--- src/rtl/fifo_burst_reader.sv ---
// Pulls fixed-length bursts out of a show-ahead FIFO once it holds THRESH words,
// presenting them on a VLD/RDY stream through a 2-entry skid buffer with LAST.
`timescale 1ns/1ps
module fifo_burst_reader #(
    parameter int DWID   = 32,
    parameter int AWID   = 10,
    parameter int BURST  = 64,
    parameter int THRESH = 64
) (
    input  logic            CLK,
    input  logic            RST,
    input  logic            EN,
    output logic            FF_RDENA,
    input  logic [DWID-1:0] FF_RDDAT,
    input  logic [AWID-1:0] FF_RDLEV,
    output logic            DO_VLD,
    output logic [DWID-1:0] DO_DAT,
    output logic            DO_LAST,
    input  logic            DO_RDY,
    output logic            BUSY,
    output logic            UNDERRUN
);
    localparam int                RW       = $clog2(BURST + 1);
    localparam logic [RW-1:0]     BURST_L  = RW'(BURST);
    localparam logic [RW-1:0]     REM_ONE  = RW'(1);
    localparam logic [AWID-1:0]   THRESH_L = AWID'(THRESH);

    typedef enum logic [1:0] {S_IDLE, S_BURST, S_DRAIN} state_t;

    state_t          state;
    state_t          state_nxt;
    logic [RW-1:0]   rem;
    logic [1:0]      occ;
    logic [DWID:0]   skid_head;
    logic [DWID:0]   skid_tail;
    logic            start;
    logic            pop;
    logic            accept;
    logic            starved;
    logic            last_in;

    assign start   = EN && (FF_RDLEV >= THRESH_L);
    assign pop     = FF_RDENA;
    assign accept  = DO_VLD && DO_RDY;
    assign last_in = (rem == REM_ONE);
    assign starved = (state == S_BURST) && (rem != '0) && (occ != 2'd2) && (FF_RDLEV == '0);

    assign DO_VLD  = (occ != 2'd0);
    assign DO_DAT  = skid_head[DWID-1:0];
    assign DO_LAST = skid_head[DWID];

    always_ff @(posedge CLK or negedge RST) begin
        if (!RST) begin
            state <= S_IDLE;
        end else begin
            state <= state_nxt;
        end
    end

    always_comb begin
        state_nxt = state;
        case (state)
            S_IDLE:  if (start) state_nxt = S_BURST;
            S_BURST: if (pop && last_in) state_nxt = S_DRAIN;
            S_DRAIN: if (occ == 2'd0) state_nxt = S_IDLE;
            default: state_nxt = S_IDLE;
        endcase
    end

    always_comb begin
        FF_RDENA = 1'b0;
        BUSY     = (state != S_IDLE);
        if (state == S_BURST) begin
            FF_RDENA = (FF_RDLEV != '0) && (occ != 2'd2) && (rem != '0);
        end
    end

    always_ff @(posedge CLK or negedge RST) begin
        if (!RST) begin
            rem      <= '0;
            UNDERRUN <= 1'b0;
        end else begin
            UNDERRUN <= starved;
            if (state == S_IDLE && start) begin
                rem <= BURST_L;
            end else if (pop) begin
                rem <= rem - REM_ONE;
            end
        end
    end

    // A pop lands in the head slot when the head is empty or leaving this cycle.
    always_ff @(posedge CLK or negedge RST) begin
        if (!RST) begin
            occ       <= 2'd0;
            skid_head <= '0;
            skid_tail <= '0;
        end else begin
            occ <= occ + {1'b0, pop} - {1'b0, accept};
            if (pop) begin
                if (occ == 2'd0 || (occ == 2'd1 && accept)) begin
                    skid_head <= {last_in, FF_RDDAT};
                end else begin
                    skid_tail <= {last_in, FF_RDDAT};
                end
            end else if (accept && occ == 2'd2) begin
                skid_head <= skid_tail;
            end
        end
    end
endmodule

--- config.mk ---
export PLATFORM = sky130hd
export DESIGN_NAME = fifo_burst_reader
export DESIGN_NICKNAME = d
export VERILOG_FILES = /design/src/rtl/fifo_burst_reader.sv
export SDC_FILE = /design/constraint.sdc
export NUM_CORES = 1
export LEC_CHECK = 0
export BUFFER_PORTS_ARGS = -buffer_cell sky130_fd_sc_hd__buf_4
export CORE_ASPECT_RATIO = 0.75
export CORE_MARGIN = 8
export CORE_UTILIZATION = 40
export CTS_BUF_LIST = sky130_fd_sc_hd__clkbuf_8 sky130_fd_sc_hd__clkbuf_16
export CTS_CLUSTER_SIZE = 28
export DETAILED_ROUTE_END_ITERATION = 16
export PLACE_DENSITY_LB_ADDON = 0.08
export SLEW_MARGIN = 20
export SYNTH_ARGS = -nofsm -noshare
export SYNTH_HDL_FRONTEND = slang
export SYNTH_SLANG_ARGS = --single-unit
--- constraint.sdc ---
create_clock -name CLK -period 5.05 [get_ports CLK]
set_input_delay 1.01 -clock CLK [delete_from_list [all_inputs] [get_ports CLK]]
set_output_delay 1.01 -clock CLK [all_outputs]
set_load 0.1 [all_outputs]
# Word-level counts from Yosys, hierarchy flattened
# Cells that the tools add are included.
totals:
  reg_bits: 78
  in_bits: 46
classes:
  add_sub_neg: 3
  magnitude_cmp: 1
  n_eq_ne: 10
  muxes: 10
  bitwise_logic: 1
  n_reduce_logical: 24
op_table:
  columns: ["op", "n"]
  rows:
  - ["2-to-1 mux 33 bit", 3]
  - ["2-to-1 mux 7 bit", 2]
  - ["logical AND 1 bit", 11]
  - [">= comparator 10 x 7 -> 1 bit (second input constant)", 1]
  - ["zero test 10 bit", 1]
  - ["nonzero test 10 bit", 1]
  - ["inequality test 2 bit (second input constant)", 4]
  - ["nonzero test 2 bit", 4]
  - ["== test 7 x 1 -> 1 bit (second input constant)", 1]
  - ["nonzero test 7 bit", 1]
  - ["subtractor 7 x 1 -> 7 bit (second input constant)", 1]
  - ["2-to-1 mux 2 bit", 3]
  - ["case mux 2 bit (3 select lines)", 1]
  - ["== test 2 x 1 -> 1 bit (second input constant)", 2]
  - ["== test 2 bit (second input constant)", 2]
  - ["zero test 2 bit", 2]
  - ["AND reduction 2 bit", 2]
  - ["AND reduction 3 bit", 1]
  - ["adder 2 x 1 -> 2 bit", 1]
  - ["inequality test 2 x 1 -> 1 bit (second input constant)", 1]
  - ["subtractor 2 x 1 -> 2 bit", 1]
  - ["logical OR 1 bit", 1]
  - ["2-to-1 mux 1 bit", 1]
  - ["NOT 1 bit", 1]

# Logic depth before layout (Yosys ltp)
# Gate-level depths: netlist of the first run.
depth:
  ltp_word: 7
  mapped_depth: 9
  mapped_depth_nobuf: 8

# Worst setup path before layout of the first run
# OpenSTA, ideal clock, no wires.
synth_path:
  path_type: "input to output"
  from: "in FF_RDLEV[3]"
  to: "out FF_RDENA"
  t_arrival_ns: 2.844
  setup_slack_ns: 1.196
  path_stages: 5
  path_cell_list: "nor2_1 -> and4_1 -> buf_2 -> buf_4 -> nor2_1"
synth_via:
  elab_chain_cells: 4
synth_rtl:
  columns: ["element", "line_no", "text"]
  rows:
  - ["start, declared", "15", "input logic [AWID-1:0] FF_RDLEV,"]
  - ["nonzero test 10 bit", "74", "FF_RDENA = (FF_RDLEV != '0) && (occ != 2'd2) && (rem != '0);"]
  - ["logical AND 1 bit (2 in series)", "74", null]
  - ["2-to-1 mux 1 bit", "73", "if (state == S_BURST) begin"]
  - ["end, declared", "13", "output logic FF_RDENA,"]
# Every way passes these cells.

# Worst setup path in the final report of the first run
layout_path:
  from: "in FF_RDLEV[6]"
  to: "out FF_RDENA"
# Same word-level chain as after synthesis.

==> results of run 1 <==
Yosys cell counts:
cell type                   n  area [um^2]
sky130_fd_sc_hd__buf_2      7         35.0
sky130_fd_sc_hd__dfrtp_1   78         1950
sky130_fd_sc_hd__a211o_4    1         17.5
sky130_fd_sc_hd__nor4_2     1         12.5
sky130_fd_sc_hd__mux2_2    30          338
sky130_fd_sc_hd__a211oi_2   1         12.5
sky130_fd_sc_hd__clkbuf_1  24         90.1
sky130_fd_sc_hd__inv_1      9         33.8
sky130_fd_sc_hd__nor3_4     1         16.3
sky130_fd_sc_hd__nor2_1     9         33.8
sky130_fd_sc_hd__a311oi_1  33          289
sky130_fd_sc_hd__mux2i_1    1         10.0
sky130_fd_sc_hd__xnor2_1    2         17.5
sky130_fd_sc_hd__o21ai_0   34          170
sky130_fd_sc_hd__and2_1     1         6.26
sky130_fd_sc_hd__a31o_2     2         17.5
sky130_fd_sc_hd__a31oi_1   33          206
sky130_fd_sc_hd__buf_1      1         3.75
sky130_fd_sc_hd__buf_6      4         45.0
sky130_fd_sc_hd__or3_1      2         12.5
sky130_fd_sc_hd__nand4_1    3         18.8
sky130_fd_sc_hd__nor4_1     1         6.26
sky130_fd_sc_hd__or4_1      3         22.5
sky130_fd_sc_hd__mux2_1     3         33.8
sky130_fd_sc_hd__and3b_1    2         17.5
sky130_fd_sc_hd__a21o_1     1         7.51
sky130_fd_sc_hd__o31ai_1    4         30.0
sky130_fd_sc_hd__a211oi_1   1         7.51
sky130_fd_sc_hd__buf_4      1         7.51
sky130_fd_sc_hd__a21oi_1    6         30.0
sky130_fd_sc_hd__and4_1     1         8.76
sky130_fd_sc_hd__nand2b_1   2         12.5
sky130_fd_sc_hd__nand3_1   34          170
sky130_fd_sc_hd__nor2b_1    2         12.5
sky130_fd_sc_hd__ha_1       4         50.1
how the worst max path moves through the flow:
stage / slack (ns) / cells past startpoint / end
floorplan: 1.20 / 5 / FF_RDENA
global route: 1.33 / 6 / FF_RDENA
CTS: 1.42 / 6 / FF_RDENA
global placement: 1.46 / 6 / FF_RDENA
finish: 1.40 / 6 / FF_RDENA
detailed placement: 1.41 / 6 / FF_RDENA
layer usage:
metal | track usage, % | vias to the layer above | routed length, um
met1 | 21.8 | 1547 | 4590
li1 | - | 1443 | -
met3 | 6.25 | 9 | 762
met4 | 3.55 | 0 | 89
met2 | 24.6 | 111 | 4530
met5 | 0 | - | 0
metrics by stage:
| step | util (%) | instance area (um^2) | instances | worst slack (ns) |
|---|---|---|---|---|
| floorplan | - | 3750 | 342 | 1.20 |
| finish | 51.8 | 4710 | 537 | 1.40 |
| global placement | 48.6 | 4410 | 521 | 1.46 |
| global route | 51.8 | 4710 | 537 | 1.33 |
| CTS | 51.8 | 4710 | 537 | 1.42 |
| detailed placement | 48.6 | 4410 | 521 | 1.41 |
sequential cells by signal, indices dropped and copies added (netlist names):
name / cells
state: 2
skid_head: 33
skid_tail: 33
rem: 7
occ: 2
UNDERRUN: 1
cell families after synthesis:
kind of cell | synth area share, %
DFF | 52.0
and+or+nand+nor | 9.33
muxes | 10.2
buffers and inverters | 5.73
xor gates and xnor gates | 0.467
adders and majority gates | 1.33
AOI/OAI and AO/OA | 21.0
cell type report:
| cell class | instances | area [um^2] | area share [%] |
|---|---|---|---|
| inverter | 9 | 33.8 | 0.717 |
| sequential | 78 | 1950 | 41.4 |
| tap | 128 | 160 | 3.40 |
| clock buffer | 9 | 225 | 4.78 |
| multi-input combinational | 218 | 1610 | 34.1 |
| timing repair buffer | 88 | 664 | 14.1 |
| clock inverter | 7 | 67.6 | 1.43 |
==> flow_summary.toml, run 1 <==
[clock_tree]
cts.clk_slew.worst_paths_ns = 0.06
cts-root-to-sink-buffers = 2
cts_resized = 0
post_cts.repair.setup_buffers = 0
numCtsBuffers = 9
numClockSinks = 78
clock_tree.htree_level_count = 3
clk_root_buffer_cell = "sky130_fd_sc_hd__clkbuf_16"
clkLatencyLatePin_ns = 0.33
tritoncts = "done"
cts.hold.buffers_added = 0

[floorplan]
rows = 30
placeableCoreArea_mm2 = 0.00908
pin_count = 83
floorplan.die.height_um = 99.9
floorplan.initialDensity_pct = 41.3
die_width_um = 128
floorplan.die_area_mm2 = 0.0128

[synth]
synthesis.area_mm2 = 0.00375
ys_seq_elements = 78
synth.net_count = 392
synth.lib_cells_used.distinct = 35
synth_seq_area_share_pct = 52.0
postSynthAreaPerCell_um2 = 11.0
post_synth_inst_count = 342
ys.warnings.count = 0

[timing]
headroom_to_the_max_slew_limit_pct = 38.9
unrepaired_setup_endpoints_after_global_routing = "no"
timing_max_transition_violations_final = 0
timing.hold.ws_ns = 0.484
fmax_mhz = 274
hold_viol = 0
post_layout_minimum_cycle_time_ns = 3.65
setup_tns_ns = 0
finalClockSkew_ns = 0.00594
period_share_pct = 72.2
finalSetupViolations = 0
timing_worst_slew_pin_value_ns = 0.914

[setup_path]
data_arrival_time_of_the_worst_path_ns = 2.64
critical-path-slowest-cell = "sky130_fd_sc_hd__nor4_1"
ff2ff_setup_slack_ns = 1.91
critical_path.top_delay_family = "simple AND/OR/NAND/NOR gates"
path_common_cell = "sky130_fd_sc_hd__buf_4"
crit-reg2reg-capture = "skid_tail[25]$_DFFE_PN0P_"
crit_start = "FF_RDLEV[6]"
worstPathMaxFanout = 42
reg2reg_start = "rem[0]$_DFFE_PN0P_"
cp-start-kind = "input port"
critical_path.endpoint_type = "primary output"
critPathMaxStageDelay_ns = 0.45
crit_buf_inv = 3
path_cells = "buf_4, nor4_1, and4_1, buf_4, nor2_1, buf_4"
worstRegToRegCells = 7
criticalPathCategory = "input port to primary output"
worst_ep_required_time_ns = 4.04

[global_route]
initial_antenna_violation_count = 0
grt_pass1_vias = 3181
first_pass_grt_wire_length_um = 16700
grt_max_degree = 79
gr-total-overflow = 0
grt_usage_pct = 16.4

[layout]
nFillCells = 858
synthToLayoutAreaGrowth_pct = 25.4
antenna_diode_count = 0
fraction_of_final_layout_cells_with_drive_strength_greater_than_1_pct = 34.0
fin_nets = 454
mostFrequentLayoutCells = "sky130_fd_sc_hd__buf_4, sky130_fd_sc_hd__dfrtp_1, sky130_fd_sc_hd__nand3_1, sky130_fd_sc_hd__o21ai_0"
mostFrequentLayoutCell = "sky130_fd_sc_hd__buf_4"

[flow_run]
max-cap-violations = 0

[routing]
drt-wirelength-per-cell_um = 18.6
drt_first_pass_iters = 4
violation_count_after_the_first_detailed_route_iteration = 190
routed-via-count = 3110
route.detailed.vias_per_inst = 5.79
drc = 0
detail_route.wirelength_um = 9970
antenna_left = 0

[status]
outcome = "completed"

[place]
port_buffers = 82
dp_hpwl_um = 5780
place.gp.congestion = 0.718

[worst_hold_path]
hp-start = "skid_tail[31]$_DFFE_PN0P_"
hold-path-cell-count = 1
hold_path.class = "register to register"
hold-path-endpoint = "skid_tail[31]$_DFFE_PN0P_"
Power of run 1 is not shown: default switching activity piles up to over one toggle a cycle in this logic, so the estimate is an artifact.
==> inputs of run 2 (changes only) <==
- clock period: 5.05 -> 3.62 ns (I/O delays scaled with it)
==> run 2 against run 1 <==
Hold slack lost 0.084 ns. Die area is the same. Register-to-register slack lost 1.2 ns. Final cell count grew 0.19%. Non-clock buffer count grew 1. Clock skew grew 0.0036 ns.
==> flow_summary.toml, run 2 (same netlist as run 1, synthesis figures left out) <==
[status]
outcome = "completed"

[worst_hold_path]
hold_path.class = "input port to async pin"

[timing]
hold_viol = 0
timing_worst_slew_pin_value_ns = 0.825
finalWorstSetupSlack_ns = 0.711
post_layout_minimum_cycle_time_ns = 2.91
headroom_to_the_max_slew_limit_pct = 44.8
period_share_pct = 80.4
finalSetupViolations = 0
fmax_mhz = 344
timing_max_transition_violations_final = 0
finalClockSkew_ns = 0.00951
setup_tns_ns = 0
unrepaired_setup_endpoints_after_global_routing = "no"

[setup_path]
ff2ff_setup_slack_ns = 0.71
worstPathMaxFanout = 19
data_arrival_time_of_the_worst_path_ns = 3.12
reg2reg_start = "rem[0]$_DFFE_PN0P_"
worstRegToRegCells = 7
path_cells = "inv_1, ha_1, nor2b_1, a211o_4, nor3_4, buf_4, mux2_2"
critPathMaxStageDelay_ns = 0.73
critical_path.endpoint_type = "register"
criticalPathCategory = "register to register"
worst_ep_required_time_ns = 3.83
critical-path-slowest-cell = "sky130_fd_sc_hd__nor3_4"
crit-reg2reg-capture = "skid_tail[2]$_DFFE_PN0P_"
cp-start-kind = "register"

[place]
pre_cts_ws_ns = 0.693
dp_hpwl_um = 6130
place.gp.congestion = 0.739
port_buffers = 82

[routing]
antenna_left = 0
drt_first_pass_iters = 4
wl_met3_um = 700
top_signal_layer_used = "met4"
wl_met2_um = 4480
detail_route.wirelength_um = 10100
detail_route.wirelength.met1_um = 4860
violation_count_after_the_first_detailed_route_iteration = 203
routed-via-count = 3061
route.detailed.vias_per_inst = 5.69
drc = 0
drt-wirelength-per-cell_um = 18.8

[floorplan]
rows = 30
placeableCoreArea_mm2 = 0.00908
die_width_um = 128
floorplan.initialDensity_pct = 41.3
pin_count = 83
floorplan.die.height_um = 99.9
floorplan.die_area_mm2 = 0.0128

[clock_tree]
clock_tree.htree_level_count = 3
clk_root_buffer_cell = "sky130_fd_sc_hd__clkbuf_16"
cts.hold.buffers_added = 0
cts-root-to-sink-buffers = 2
tritoncts = "done"
cts_resized = 0
numCtsBuffers = 9
numClockSinks = 78
cts.clk_slew.worst_paths_ns = 0.07
post_cts.repair.setup_buffers = 0
clkLatencyLatePin_ns = 0.33

[global_route]
gr-total-overflow = 0
first_pass_grt_wire_length_um = 16900
grt_max_degree = 79
initial_antenna_violation_count = 0
grt_pass1_vias = 3192
grt_usage_pct = 16.4

[flow_run]
max-cap-violations = 0

[layout]
fin_nets = 455
synthToLayoutAreaGrowth_pct = 26.3
mostFrequentLayoutCells = "sky130_fd_sc_hd__buf_4, sky130_fd_sc_hd__dfrtp_1, sky130_fd_sc_hd__nand3_1, sky130_fd_sc_hd__o21ai_0"
fraction_of_final_layout_cells_with_drive_strength_greater_than_1_pct = 34.6
largest_registers = "skid_head (33), skid_tail (33), rem (7)"
mostFrequentLayoutCell = "sky130_fd_sc_hd__buf_4"
antenna_diode_count = 0
==> run 2: stage by stage <==
step                      utilization (%)  std cells  hold slack [ns]  cell area (um^2)
after floorplan                         -        342            0.428              3750
after global placement               48.7        522            0.463              4420
after detailed placement             48.7        522            0.469              4420
after CTS                            52.2        538            0.483              4740
after global routing                 52.2        538            0.476              4740
final                                52.2        538            0.399              4740
==> run 2: layout make-up <==
type	count	area (um^2)
multi-input cells	218	1610
repair buffers	89	672
inverters	9	33.8
fillers	855	4340
flip-flops and latches	78	1950
clock inverters	5	65.1
clock buffers	11	253
well taps	128	160
==> run 2: worst max-delay path, delay by kind of cell, from the launching register on <==
kind                       cells  cell delay (ns)
AOI/OAI and AO/OA              1             0.43
adders and majority gates      1             0.24
buffers and inverters          2             0.46
DFF                            1             0.37
muxes                          1             0.37
and+or+nand+nor                2             0.92
==> run 2: worst max-delay path by stage <==
stage	endpoint	start	cells after the start
6_report	skid_tail[2]$_DFFE_PN0P_	rem[0]$_DFFE_PN0P_	7
5_1_grt	skid_tail[1]$_DFFE_PN0P_	rem[0]$_DFFE_PN0P_	7
4_1_cts	skid_tail[11]$_DFFE_PN0P_	rem[0]$_DFFE_PN0P_	7
3_5_place_dp	skid_tail[11]$_DFFE_PN0P_	rem[0]$_DFFE_PN0P_	7
3_3_place_gp	skid_tail[8]$_DFFE_PN0P_	rem[0]$_DFFE_PN0P_	7
2_1_floorplan	FF_RDENA	rem[0]$_DFFE_PN0P_	6
==> run 2: routing by layer <==
metal	track usage [%]	up-vias
li1	-	1438
met1	22.4	1520
met2	24.2	94
met3	5.93	9
met4	3.73	0
met5	0	-
Power of run 2 is left out for the same reason.
==> inputs of run 3 (changes only) <==
- clock period: 3.62 -> 2.8 ns (I/O delays scaled with it)
==> run 3 against run 2 <==
Via count grew 3.6%. Register-to-register slack worse by 0.31 ns. Hold slack worse by 0.16 ns. Setup slack got worse by 0.60 ns. Critical path type is now register to primary output. Highest routed layer unchanged.
==> flow_summary.toml, run 3 (same netlist as run 1, synthesis figures left out) <==
[place]
placement.cell_area_mm2 = 0.00452
port_buffers = 82
pre_cts_ws_ns = -0.0455
place.gp.congestion = 0.728
dp_hpwl_um = 6410

[clock_tree]
post_cts.repair.setup_buffers = 0
tritoncts = "done"
cts.clk_slew.worst_paths_ns = 0.06
numCtsBuffers = 9
cts-root-to-sink-buffers = 2
clkLatencyLatePin_ns = 0.33
clock_tree.htree_level_count = 3
numClockSinks = 78
clk_root_buffer_cell = "sky130_fd_sc_hd__clkbuf_16"

[timing]
headroom_to_the_max_slew_limit_pct = 46.5
timing_worst_slew_pin_value_ns = 0.803
finalClockSkew_ns = 0.00354
period_share_pct = 95.9
post_layout_minimum_cycle_time_ns = 2.69
setup_tns_ns = 0
timing_max_transition_violations_final = 0
unrepaired_setup_endpoints_after_global_routing = "no"
finalSetupViolations = 0
finalWorstSetupSlack_ns = 0.114
fmax_mhz = 372
hold_viol = 0

[routing]
violation_count_after_the_first_detailed_route_iteration = 239
drt-wirelength-per-cell_um = 19.0
route.detailed.vias_per_inst = 5.78
antenna_left = 0
drc = 0
drt_first_pass_iters = 4
routed-via-count = 3170
detail_route.wirelength_um = 10400

[floorplan]
die_width_um = 128
rows = 30
placeableCoreArea_mm2 = 0.00908
floorplan.initialDensity_pct = 41.3
pin_count = 83
floorplan.die.height_um = 99.9
floorplan.die_area_mm2 = 0.0128

[global_route]
gr-total-overflow = 0
grt_usage_pct = 16.6
globalRouteMet1Util_pct = 22.2
first_pass_grt_wire_length_um = 17000
gr-usage-met2_pct = 25.9
initial_antenna_violation_count = 0
grtUsageMet3_pct = 4.71
grt_max_degree = 71
grt_pass1_vias = 3180
top_usage_layer = "met2"

[layout]
antenna_diode_count = 0
area_of_all_sequential_standard_cells_mm2 = 0.00195
multi_input_area_mm2 = 0.00161
mostFrequentLayoutCells = "sky130_fd_sc_hd__buf_4, sky130_fd_sc_hd__dfrtp_1, sky130_fd_sc_hd__nand3_1, sky130_fd_sc_hd__o21ai_0"
postLayoutCoreUtil_pct = 53.3
largest_registers = "skid_head (33), skid_tail (33), rem (7)"
nFillCells = 856
mostFrequentLayoutCell = "sky130_fd_sc_hd__buf_4"
fin_nets = 465
synthToLayoutAreaGrowth_pct = 29.1
design_area_mm2 = 0.00485
fraction_of_final_layout_cells_with_drive_strength_greater_than_1_pct = 36.0

[worst_hold_path]
hold_path.class = "input port to async pin"

[setup_path]
setup.worst_path.end = "FF_RDENA"
ff2ff_setup_slack_ns = 0.40
path_cells = "inv_1, ha_1, nor2b_1, a211o_4, buf_4, nor2_4, buf_8"
critPathMaxStageDelay_ns = 0.34
crit_start = "rem[0]$_DFFE_PN0P_"
critical_path.endpoint_type = "primary output"
reg2reg_start = "rem[0]$_DFFE_PN0P_"
worstRegToRegCells = 8
criticalPathCategory = "register to primary output"
worstPathMaxFanout = 42
worst_ep_required_time_ns = 2.24
data_arrival_time_of_the_worst_path_ns = 2.13
cp-start-kind = "register"
crit-reg2reg-capture = "skid_tail[25]$_DFFE_PN0P_"
critical-path-slowest-cell = "sky130_fd_sc_hd__dfrtp_1"

[status]
outcome = "completed"

[flow_run]
max-cap-violations = 0
run 3: layout make-up:
| class | instances | share of cell area, % |
|---|---|---|
| clock buffer | 11 | 5.22 |
| clock inverter | 5 | 1.03 |
| inverter | 9 | 0.697 |
| multi-input combinational | 218 | 33.3 |
| sequential | 78 | 40.3 |
| tap | 128 | 3.30 |
| timing repair buffer | 99 | 16.2 |
run 3: worst min-delay path by stage:
stage	startpoint	endpoint	slack [ns]	depth (start not counted)
finish	RST	state[1]$_DFFE_PN0P_	0.24	1
global route	RST	state[1]$_DFFE_PN0P_	0.27	1
CTS	RST	state[1]$_DFFE_PN0P_	0.26	1
detailed placement	skid_tail[6]$_DFFE_PN0P_	skid_tail[6]$_DFFE_PN0P_	0.47	1
global placement	skid_tail[6]$_DFFE_PN0P_	skid_tail[6]$_DFFE_PN0P_	0.46	1
floorplan	RST	UNDERRUN$_DFF_PN0_	0.26	0
run 3: layer usage:
metal  vias up  wire length (um)
li1       1466                 -
met1      1599              4960
met2        98              4800
met3         7               562
met4         0                83
met5         -                 0
run 3: repair_timing:
action	CTS	global route
setup endpoints to repair	14	1
pin swaps	1	1
resized for setup	2	1
hold buffers	0	0
run 3: worst max-delay path: cells and delay by family, from the launching register on:
family,cells,cell delay [ns]
buf+inv,3,0.57
simple gates,2,0.37
flops,1,0.34
compound gates,1,0.33
fa+ha+maj,1,0.20
run 3: metrics by stage:
| stage | std cells | hold slack (ns) |
|---|---|---|
| floorplan | 342 | 0.264 |
| global placement | 531 | 0.462 |
| detailed placement | 531 | 0.473 |
| CTS | 547 | 0.256 |
| global route | 548 | 0.275 |
| finish | 548 | 0.238 |
Power of run 3 is left out for the same reason.
